--- config.mk ---
export PLATFORM = sky130hd
export DESIGN_NAME = l2_icache_resp
export DESIGN_NICKNAME = d
export VERILOG_FILES = /design/src/rtl/l2_icache_resp.sv
export SDC_FILE = /design/constraint.sdc
export NUM_CORES = 1
export LEC_CHECK = 0
export CAP_MARGIN = 0
export CORE_AREA = 3 3 648 650
export DETAILED_ROUTE_END_ITERATION = 8
export DIE_AREA = 0 0 651 653
export SYNTH_ARGS = -nofsm -noshare
export SYNTH_HDL_FRONTEND = slang
export SYNTH_SLANG_ARGS = --single-unit
--- constraint.sdc ---
create_clock -name clk -period 4.8 [get_ports clk]
set_input_delay 0.48 -clock clk [delete_from_list [all_inputs] [get_ports clk]]
set_output_delay 0.48 -clock clk [all_outputs]
set_load 0.02 [all_outputs]
--- src/rtl/l2_icache_resp.sv ---
// L2 instruction-cache responder: queues icache READs, fetches lines from a backing store,
// returns FILLs and forwards external invalidates as one-cycle INV responses.
module l2_icache_resp #(
  parameter int unsigned CACHE_LINE = 512,
  parameter int unsigned ADDR_SZ    = 32,
  parameter int unsigned REQ_DEPTH  = 2
) (
  input  logic                  clk,
  input  logic                  rst,
  input  logic [2:0]            icache_l2_op,
  input  logic [ADDR_SZ-1:0]    icache_l2_addr,
  input  logic [CACHE_LINE-1:0] icache_l2_data_out,
  input  logic [3:0]            icache_l2_state,
  output logic [2:0]            l2_icache_op,
  output logic [ADDR_SZ-1:0]    l2_icache_addr,
  output logic [CACHE_LINE-1:0] l2_icache_data,
  output logic [3:0]            l2_icache_state,
  output logic                  mem_req_valid,
  input  logic                  mem_req_ready,
  output logic [ADDR_SZ-1:0]    mem_req_addr,
  input  logic                  mem_resp_valid,
  input  logic [CACHE_LINE-1:0] mem_resp_data,
  input  logic                  inv_valid,
  input  logic [ADDR_SZ-1:0]    inv_addr,
  output logic                  overflow
);

  localparam int unsigned LB = CACHE_LINE / 8;
  localparam int unsigned PW = $clog2(REQ_DEPTH);
  localparam int unsigned CW = $clog2(REQ_DEPTH + 1);
  localparam logic [ADDR_SZ-1:0] AMASK = ~ADDR_SZ'(LB - 1);

  localparam logic [2:0] OP_NOP  = 3'b000;
  localparam logic [2:0] OP_READ = 3'b001;
  localparam logic [2:0] OP_FILL = 3'b001;
  localparam logic [2:0] OP_INV  = 3'b010;
  localparam logic [3:0] ST_SHARED  = 4'b0010;
  localparam logic [3:0] ST_INVALID = 4'b0001;

  typedef enum logic [1:0] {StIdle, StMemReq, StMemWait, StResp} state_t;

  state_t                  state;
  logic [ADDR_SZ-1:0]      fifo_mem [REQ_DEPTH];
  logic [PW:0]             wr_ptr;
  logic [PW:0]             rd_ptr;
  logic [CW-1:0]           occ;
  logic [ADDR_SZ-1:0]      req_addr;
  logic [CACHE_LINE-1:0]   fill_data;
  logic                    inv_pend;
  logic [ADDR_SZ-1:0]      inv_pend_addr;

  logic q_empty;
  logic pop;
  logic release_slot;
  logic rd_req;
  logic push;
  logic drop;
  logic unused_inputs;

  // The in-flight request keeps its slot in the occupancy count until its FILL is issued,
  // so REQ_DEPTH bounds queued plus outstanding READs.
  always_comb begin
    q_empty      = (wr_ptr == rd_ptr);
    pop          = (state == StIdle) && !q_empty;
    release_slot = (state == StResp);
    rd_req       = (icache_l2_op == OP_READ);
    push         = rd_req && ((occ != CW'(REQ_DEPTH)) || release_slot);
    drop         = rd_req && !push;
  end

  assign unused_inputs = ^{icache_l2_data_out, icache_l2_state};

  always_ff @(posedge clk) begin
    if (push) fifo_mem[wr_ptr[PW-1:0]] <= icache_l2_addr & AMASK;
  end

  always_ff @(posedge clk or negedge rst) begin
    if (!rst) begin
      state           <= StIdle;
      wr_ptr          <= '0;
      rd_ptr          <= '0;
      occ             <= '0;
      req_addr        <= '0;
      fill_data       <= '0;
      inv_pend        <= 1'b0;
      inv_pend_addr   <= '0;
      overflow        <= 1'b0;
      mem_req_valid   <= 1'b0;
      mem_req_addr    <= '0;
      l2_icache_op    <= OP_NOP;
      l2_icache_addr  <= '0;
      l2_icache_data  <= '0;
      l2_icache_state <= 4'b0000;
    end else begin
      if (push) wr_ptr <= wr_ptr + (PW+1)'(1);
      if (pop)  rd_ptr <= rd_ptr + (PW+1)'(1);
      unique case ({push, release_slot})
        2'b10:   occ <= occ + CW'(1);
        2'b01:   occ <= occ - CW'(1);
        default: ;
      endcase
      if (drop) overflow <= 1'b1;

      l2_icache_op    <= OP_NOP;
      l2_icache_addr  <= '0;
      l2_icache_data  <= '0;
      l2_icache_state <= 4'b0000;

      unique case (state)
        StIdle: begin
          if (!q_empty) begin
            req_addr      <= fifo_mem[rd_ptr[PW-1:0]];
            mem_req_valid <= 1'b1;
            mem_req_addr  <= fifo_mem[rd_ptr[PW-1:0]];
            state         <= StMemReq;
          end
        end
        StMemReq: begin
          if (mem_req_ready) begin
            mem_req_valid <= 1'b0;
            mem_req_addr  <= '0;
            state         <= StMemWait;
          end
        end
        StMemWait: begin
          if (mem_resp_valid) begin
            fill_data <= mem_resp_data;
            state     <= StResp;
          end
        end
        StResp: begin
          l2_icache_op    <= OP_FILL;
          l2_icache_addr  <= req_addr;
          l2_icache_data  <= fill_data;
          l2_icache_state <= ST_SHARED;
          state           <= StIdle;
        end
        default: state <= StIdle;
      endcase

      // FILL owns the response port in RESP; a pending INV waits one cycle.
      if (inv_pend && (state != StResp)) begin
        l2_icache_op    <= OP_INV;
        l2_icache_addr  <= inv_pend_addr;
        l2_icache_state <= ST_INVALID;
        inv_pend        <= 1'b0;
      end
      if (inv_valid) begin
        inv_pend      <= 1'b1;
        inv_pend_addr <= inv_addr & AMASK;
      end
    end
  end

endmodule

==> metrics, run 1 <==
area grow syn2layout 56.1%; crit path DAT 2.46 ns; switching power 15.1 mW; kind of end point of the critical path primary output; Switching Share 0.350; Peak VDD IR 0.357 mV; Filler cells 45.5k; Die Wd 651 um; crit path max fanout 1; ys async rst share 0.956; RSZ-0062 raised after global routing false; top post-synthesis cells by count dfrtp_1 (1141), mux2_2 (572), and2_1 (512), clkbuf_1 (73), buf_2 (56); syn_area_per_cell 16.0 um2; via count 26.5k; clk slew on worst S/H paths 0.06 ns; first-pass GRT wire length 301 mm; vias in the first global route 27.5k; fmax 340 MHz; FP Rows 236; Slew HR 0.244; IO Count 1685; Post-CTS Setup Repair Bufs 0; Critical-path top delay cell clkdlybuf4s50_1; Pleak 26.5 nW; terminus of the critical flop-to-flop path fill_data[63]; wire per inst 25.5 um; hold_ws 0.185 ns; Pwr Density 660 nW/um2; WHS Path Cells 2; Core ar. 414000 um2; GR Util All Layers 0.110; area share of the largest cell type after synthesis 0.681; Pint 28.0 mW; Seq/Total Area, Yosys 0.719; GP Congestion 0.845; initial core utilization 0.101; WL final 241 mm; CTS Hold Bufs 1; top post-synthesis cells by area dfrtp_1 (68%), mux2_2 (15%), and2_1 (7.6%); HPWL Detailed 199 mm; proportion of power drawn by the clock network 0.277; Final Setup Violations 0; port buffer count 1141; leading area contributor after synthesis dfrtp_1; clock period minus worst slack 2.94 ns; die area 425000 um2; worst slew pin tran 1.13 ns; synthesized area 41900 um2; Worst R2R Start state[0]; pre-CTS setup slack 1.94 ns; # H-tree levels 4; CTS Buf Count 152; CP delay by family, top buffers and inverters; CP required 4.32 ns; Detail Route Antenna Nets 0; fin worst setup slack 1.86 ns; share of layout cells above drive strength 1 0.229; Synth Flop Type dfrtp_1; clk buf depth 4; clk_skew 0.108 ns; endpoints failing hold 0; largest net degree at the start of global routing 127; DRT iter0 DRCs 1411; Hold Startpoint mem_resp_data[363]; setup TNS 0 ns; crit-path cells clkdlybuf4s50_1; startpoint types register; Yosys reg bits 1193; Power, Total 43.1 mW; drc violations 0; clk_lat worst skew 0.90 ns; die height 653 um; cells after synthesis 2617; Worst Hold Path EP fill_data[363]; DRT Pass-1 Iters 5; Final nets 4933; post-synth cell types 38; reg2reg setup slack 2.04 ns; post_cts resized 0; CTS tree yes; worst hold path type input pin to register; crit path kind register to primary output; CTS Root Cell clkbuf_16; cell with the most instances after synthesis dfrtp_1; total gr overflow 0; fin crit share 0.612; CP Buf/Inv Count 1; antenna violations before repair 226; combinational power share 0.349; Slew Viols, Final 0; max-cap check violation count 0; Reg2Reg Depth 6; Synth Warn # 0; status completed; sequential power share 0.374; # clock sinks 1193; CP max stage delay 1.19 ns; routed vias/inst 2.81; Post-synth EDFFs 52
## cell usage in the layout (no fill, tap or decap), drive strengths merged, types with 2 or more instances in the layout
| master | netlist | final |
|---|---|---|
| clkinv | 0 | 31 |
| mux2i | 3 | 3 |
| edfxtp | 52 | 52 |
| nor3b | 4 | 4 |
| a22o | 26 | 26 |
| clkinvlp | 0 | 9 |
| nand4 | 3 | 3 |
| xor2 | 5 | 5 |
| inv | 4 | 18 |
| ha | 6 | 6 |
| xnor2 | 5 | 5 |
| and2 | 512 | 512 |
| buf | 83 | 59 |
| bufinv | 0 | 11 |
| nor2 | 2 | 2 |
| conb | 1 | 15 |
| dfrtp | 1141 | 1141 |
| mux2 | 590 | 590 |
| nor2b | 7 | 7 |
| clkbuf | 75 | 207 |
| nand2b | 3 | 3 |
| and3b | 3 | 3 |
| diode | 0 | 35 |
| o211ai | 28 | 28 |
| nand2 | 27 | 27 |
| o21ai | 27 | 27 |
| a21o | 2 | 2 |
| clkdlybuf4s50 | 0 | 1140 |
| a311oi | 2 | 2 |
## final cells by class
type | count | area (um2) | area share
sequential | 1193 | 30100 | 0.460
inverter | 4 | 15.0 | 0.000230
clock buffer | 207 | 4300 | 0.0657
clock inverter | 65 | 856 | 0.0131
timing repair buffer | 1200 | 12100 | 0.184
tap | 5474 | 6850 | 0.105
antenna | 35 | 87.6 | 0.00134
multi-input combinational | 1276 | 11100 | 0.170
## flip-flops by register name, indices dropped and copies added (netlist names)
name and count:
fill_data 512, l2_icache_data 512, fifo_mem 52, inv_pend_addr 26
l2_icache_addr 26, mem_req_addr 26, req_addr 26, occ 2
rd_ptr 2, state 2, wr_ptr 2, inv_pend 1
l2_icache_op 1, l2_icache_state 1, mem_req_valid 1, overflow 1
## kinds of logic after synthesis
family | Yosys count | synth area share
AOI/OAI and AO/OA | 88 | 0.0154
muxes | 593 | 0.161
and+or+nand+nor | 564 | 0.0829
xor gates and xnor gates | 10 | 0.00227
adders and majority gates | 6 | 0.00179
other | 1 | 0.0000895
buffers and inverters | 162 | 0.0181
DFF | 1193 | 0.719
## routing by layer
metal,GRT usage,vias up,share of wire
met5,0,-,0.0022
met4,0.0390,86,0.038
met3,0.0820,515,0.16
met2,0.174,1327,0.46
met1,0.111,13400,0.34
li1,-,11200,-
## power by group through the flow
stage / combinational (mW) / clock [mW] / sequential [mW]
finish: 15.1 / 12.0 / 16.1
global route: 16.2 / 12.8 / 16.6
CTS: 15.6 / 12.4 / 16.2
detailed placement: 15.5 / 0 / 16.3
global placement: 15.4 / 0 / 16.2
floorplan: 5.56 / 0 / 17.7
## worst max-delay path by stage
| stage | startpoint | to | cells past startpoint |
|---|---|---|---|
| after global routing | l2_icache_data[14] | l2_icache_data[14] | 1 |
| after floorplan | icache_l2_op[1] | fifo_mem[0][0] | 3 |
| final | l2_icache_data[14] | l2_icache_data[14] | 1 |
| after CTS | l2_icache_data[14] | l2_icache_data[14] | 1 |
| after detailed placement | mem_resp_valid | fill_data[76] | 5 |
| after global placement | mem_resp_valid | fill_data[53] | 5 |
## stage by stage
stage                util  cell area [um2]  cells
global placement    0.145            60200   9146
global route        0.158            65400   9432
floorplan               -            42000   2631
CTS                 0.158            65300   9419
detailed placement  0.145            60200   9146
finish              0.158            65400   9454
No activity file was read; power rests on OpenSTA's default activity.
==> run 2: changes to the inputs <==
--- a/config.mk
+++ b/config.mk
@@ -6,9 +6,9 @@
 export NUM_CORES = 1
 export LEC_CHECK = 0
 export CAP_MARGIN = 0
-export CORE_AREA = 3 3 648 650
+export CORE_AREA = 3 3 658 660
 export DETAILED_ROUTE_END_ITERATION = 8
-export DIE_AREA = 0 0 651 653
+export DIE_AREA = 0 0 661 663
 export SYNTH_ARGS = -nofsm -noshare
 export SYNTH_HDL_FRONTEND = slang
 export SYNTH_SLANG_ARGS = --single-unit
==> constraint.sdc (replaced) <==
create_clock -name clk -period 2.8 [get_ports clk]
set_input_delay 0.28 -clock clk [delete_from_list [all_inputs] [get_ports clk]]
set_output_delay 0.28 -clock clk [all_outputs]
set_load 0.02 [all_outputs]
==> metrics, run 2 (same netlist as run 1, synthesis figures left out) <==
status completed; vias in the first global route 30.3k; Placed Instance Area 60800 um2; FP Rows 240; port buffer count 1141; IO Count 1685; Filler cells 46.8k; clk_skew 0.0928 ns; worst hold path type input pin to asynchronous set/reset pin; Pint 48.7 mW; CP Buf/Inv Count 1; multi-input logic area 11100 um2; # clock sinks 1193; routed vias/inst 2.79; endpoints failing hold 0; Post-CTS Setup Repair Bufs 0; RSZ-0062 raised after global routing false; clk buf depth 4; Final Setup Violations 0; commonest non-fill, non-tap cell in the layout dfrtp_1; crit path kind register to primary output; clock period minus worst slack 2.53 ns; Critical-path top delay cell clkdlybuf4s50_1; GP Congestion 0.822; total gr overflow 0; DRT iter0 DRCs 1321; Switching Share 0.354; proportion of power drawn by the clock network 0.270; Worst path depth 1; clk slew on worst S/H paths 0.06 ns; M2 GR Usage 0.187; met1 usage 0.127; HPWL Detailed 217 mm; max-cap check violation count 0; most frequent cells in the layout dfrtp_1 (1141), clkdlybuf4s50_1 (1111), mux2_2 (572); fin crit share 0.903; Pleak 28.6 nW; CTS Buf Count 150; Die Wd 661 um; setup TNS 0 ns; terminus of the critical flop-to-flop path fill_data[436]; CP max stage delay 1.07 ns; Power, Total 75.4 mW; Slew HR 0.387; combinational power share 0.360; crit-path cells clkdlybuf4s50_1; antenna violations before repair 294; Reg2Reg Depth 5; CTS Root Cell clkbuf_16; worst slew pin tran 0.916 ns; kind of end point of the critical path primary output; Worst R2R Start state[1]; area grow syn2layout 68.3%; crit path DAT 2.25 ns; reg2reg setup slack 0.62 ns; Detail Route Antenna Nets 0; via count 28.4k; sequential power share 0.370; CP required 2.52 ns; wire per inst 25.5 um; CP delay by family, top buffers and inverters; first-pass GRT wire length 328 mm; fmax 395 MHz; # H-tree levels 4; initial core utilization 0.0981; Pwr Density 1070 nW/um2; final instance area 70500 um2; pre-CTS setup slack 0.503 ns; DRT Pass-1 Iters 4; die height 663 um; final core utilization 0.165; Peak VDD IR 0.587 mV; clk_lat worst skew 0.88 ns; CP Launch Point l2_icache_data[117]; register area 30100 um2; switching power 26.7 mW; GR Layer Usage met3 0.0684; Slew Viols, Final 0; startpoint types register; GR Util All Layers 0.116; drc violations 0; crit path max fanout 1; WL final 260 mm; gr busiest metal met2; CTS tree yes; share of layout cells above drive strength 1 0.218; last element of the critical path l2_icache_data[117]; Final nets 5396; largest net degree at the start of global routing 107; Core ar. 427000 um2; die area 438000 um2; fin worst setup slack 0.271 ns
-- run 2: worst min path at each step --
stage	cells after the start	to	slack [ns]
after floorplan	0	fill_data[0]	-0.02
after global placement	1	fill_data[292]	0.32
after detailed placement	1	fill_data[292]	0.32
after CTS	2	inv_pend_addr[17]	0.0006
after global routing	2	fill_data[284]	0.005
final	2	fill_data[284]	0.04
-- run 2: per-stage QoR --
stage | hold slack (ns) | std cells
after CTS | 0.000551 | 10100
after global routing | 0.00530 | 10200
after detailed placement | 0.318 | 9387
after global placement | 0.316 | 9387
final | 0.0433 | 10200
after floorplan | -0.0156 | 2631
-- run 2: metal layers --
layer | wire length (um) | vias to the layer above
met1 | 96900 | 14200
met4 | 9990 | 124
met5 | 821 | -
met2 | 117000 | 1344
li1 | - | 12200
met3 | 34800 | 585
-- run 2: layout make-up --
cell class,instances,share of cell area
Antenna cell,90,0.00319
Clock buffer,210,0.0626
Clock inverter,54,0.0103
Inverter,4,0.000213
Multi-Input combinational cell,1276,0.158
Sequential cell,1193,0.427
Tap cell,5687,0.101
Timing Repair Buffer,1665,0.238
-- run 2: repair_timing --
action / CTS / global route
hold buffers: 438 / 0
resized for setup: 0 / 0
setup endpoints to repair: 0 / 0
hold endpoints to repair: 968 / 0
-- run 2: power groups by stage --
stage	sequential [mW]	combinational (mW)	clock, mW
5_1_grt	28.7	29.3	21.7
6_report	27.9	27.1	20.4
2_1_floorplan	30.3	9.52	0
3_5_place_dp	28.1	27.3	0
3_3_place_gp	28.1	27.2	0
4_1_cts	28.0	28.2	21.1
-- run 2: worst reg2reg max path, cell delays in order, from the launching register on --
cell and delay (ns):
dfrtp_1 0.47, ha_1 0.30, nand2_4 0.16, buf_12 0.23, buf_4 0.47, mux2_2 0.40
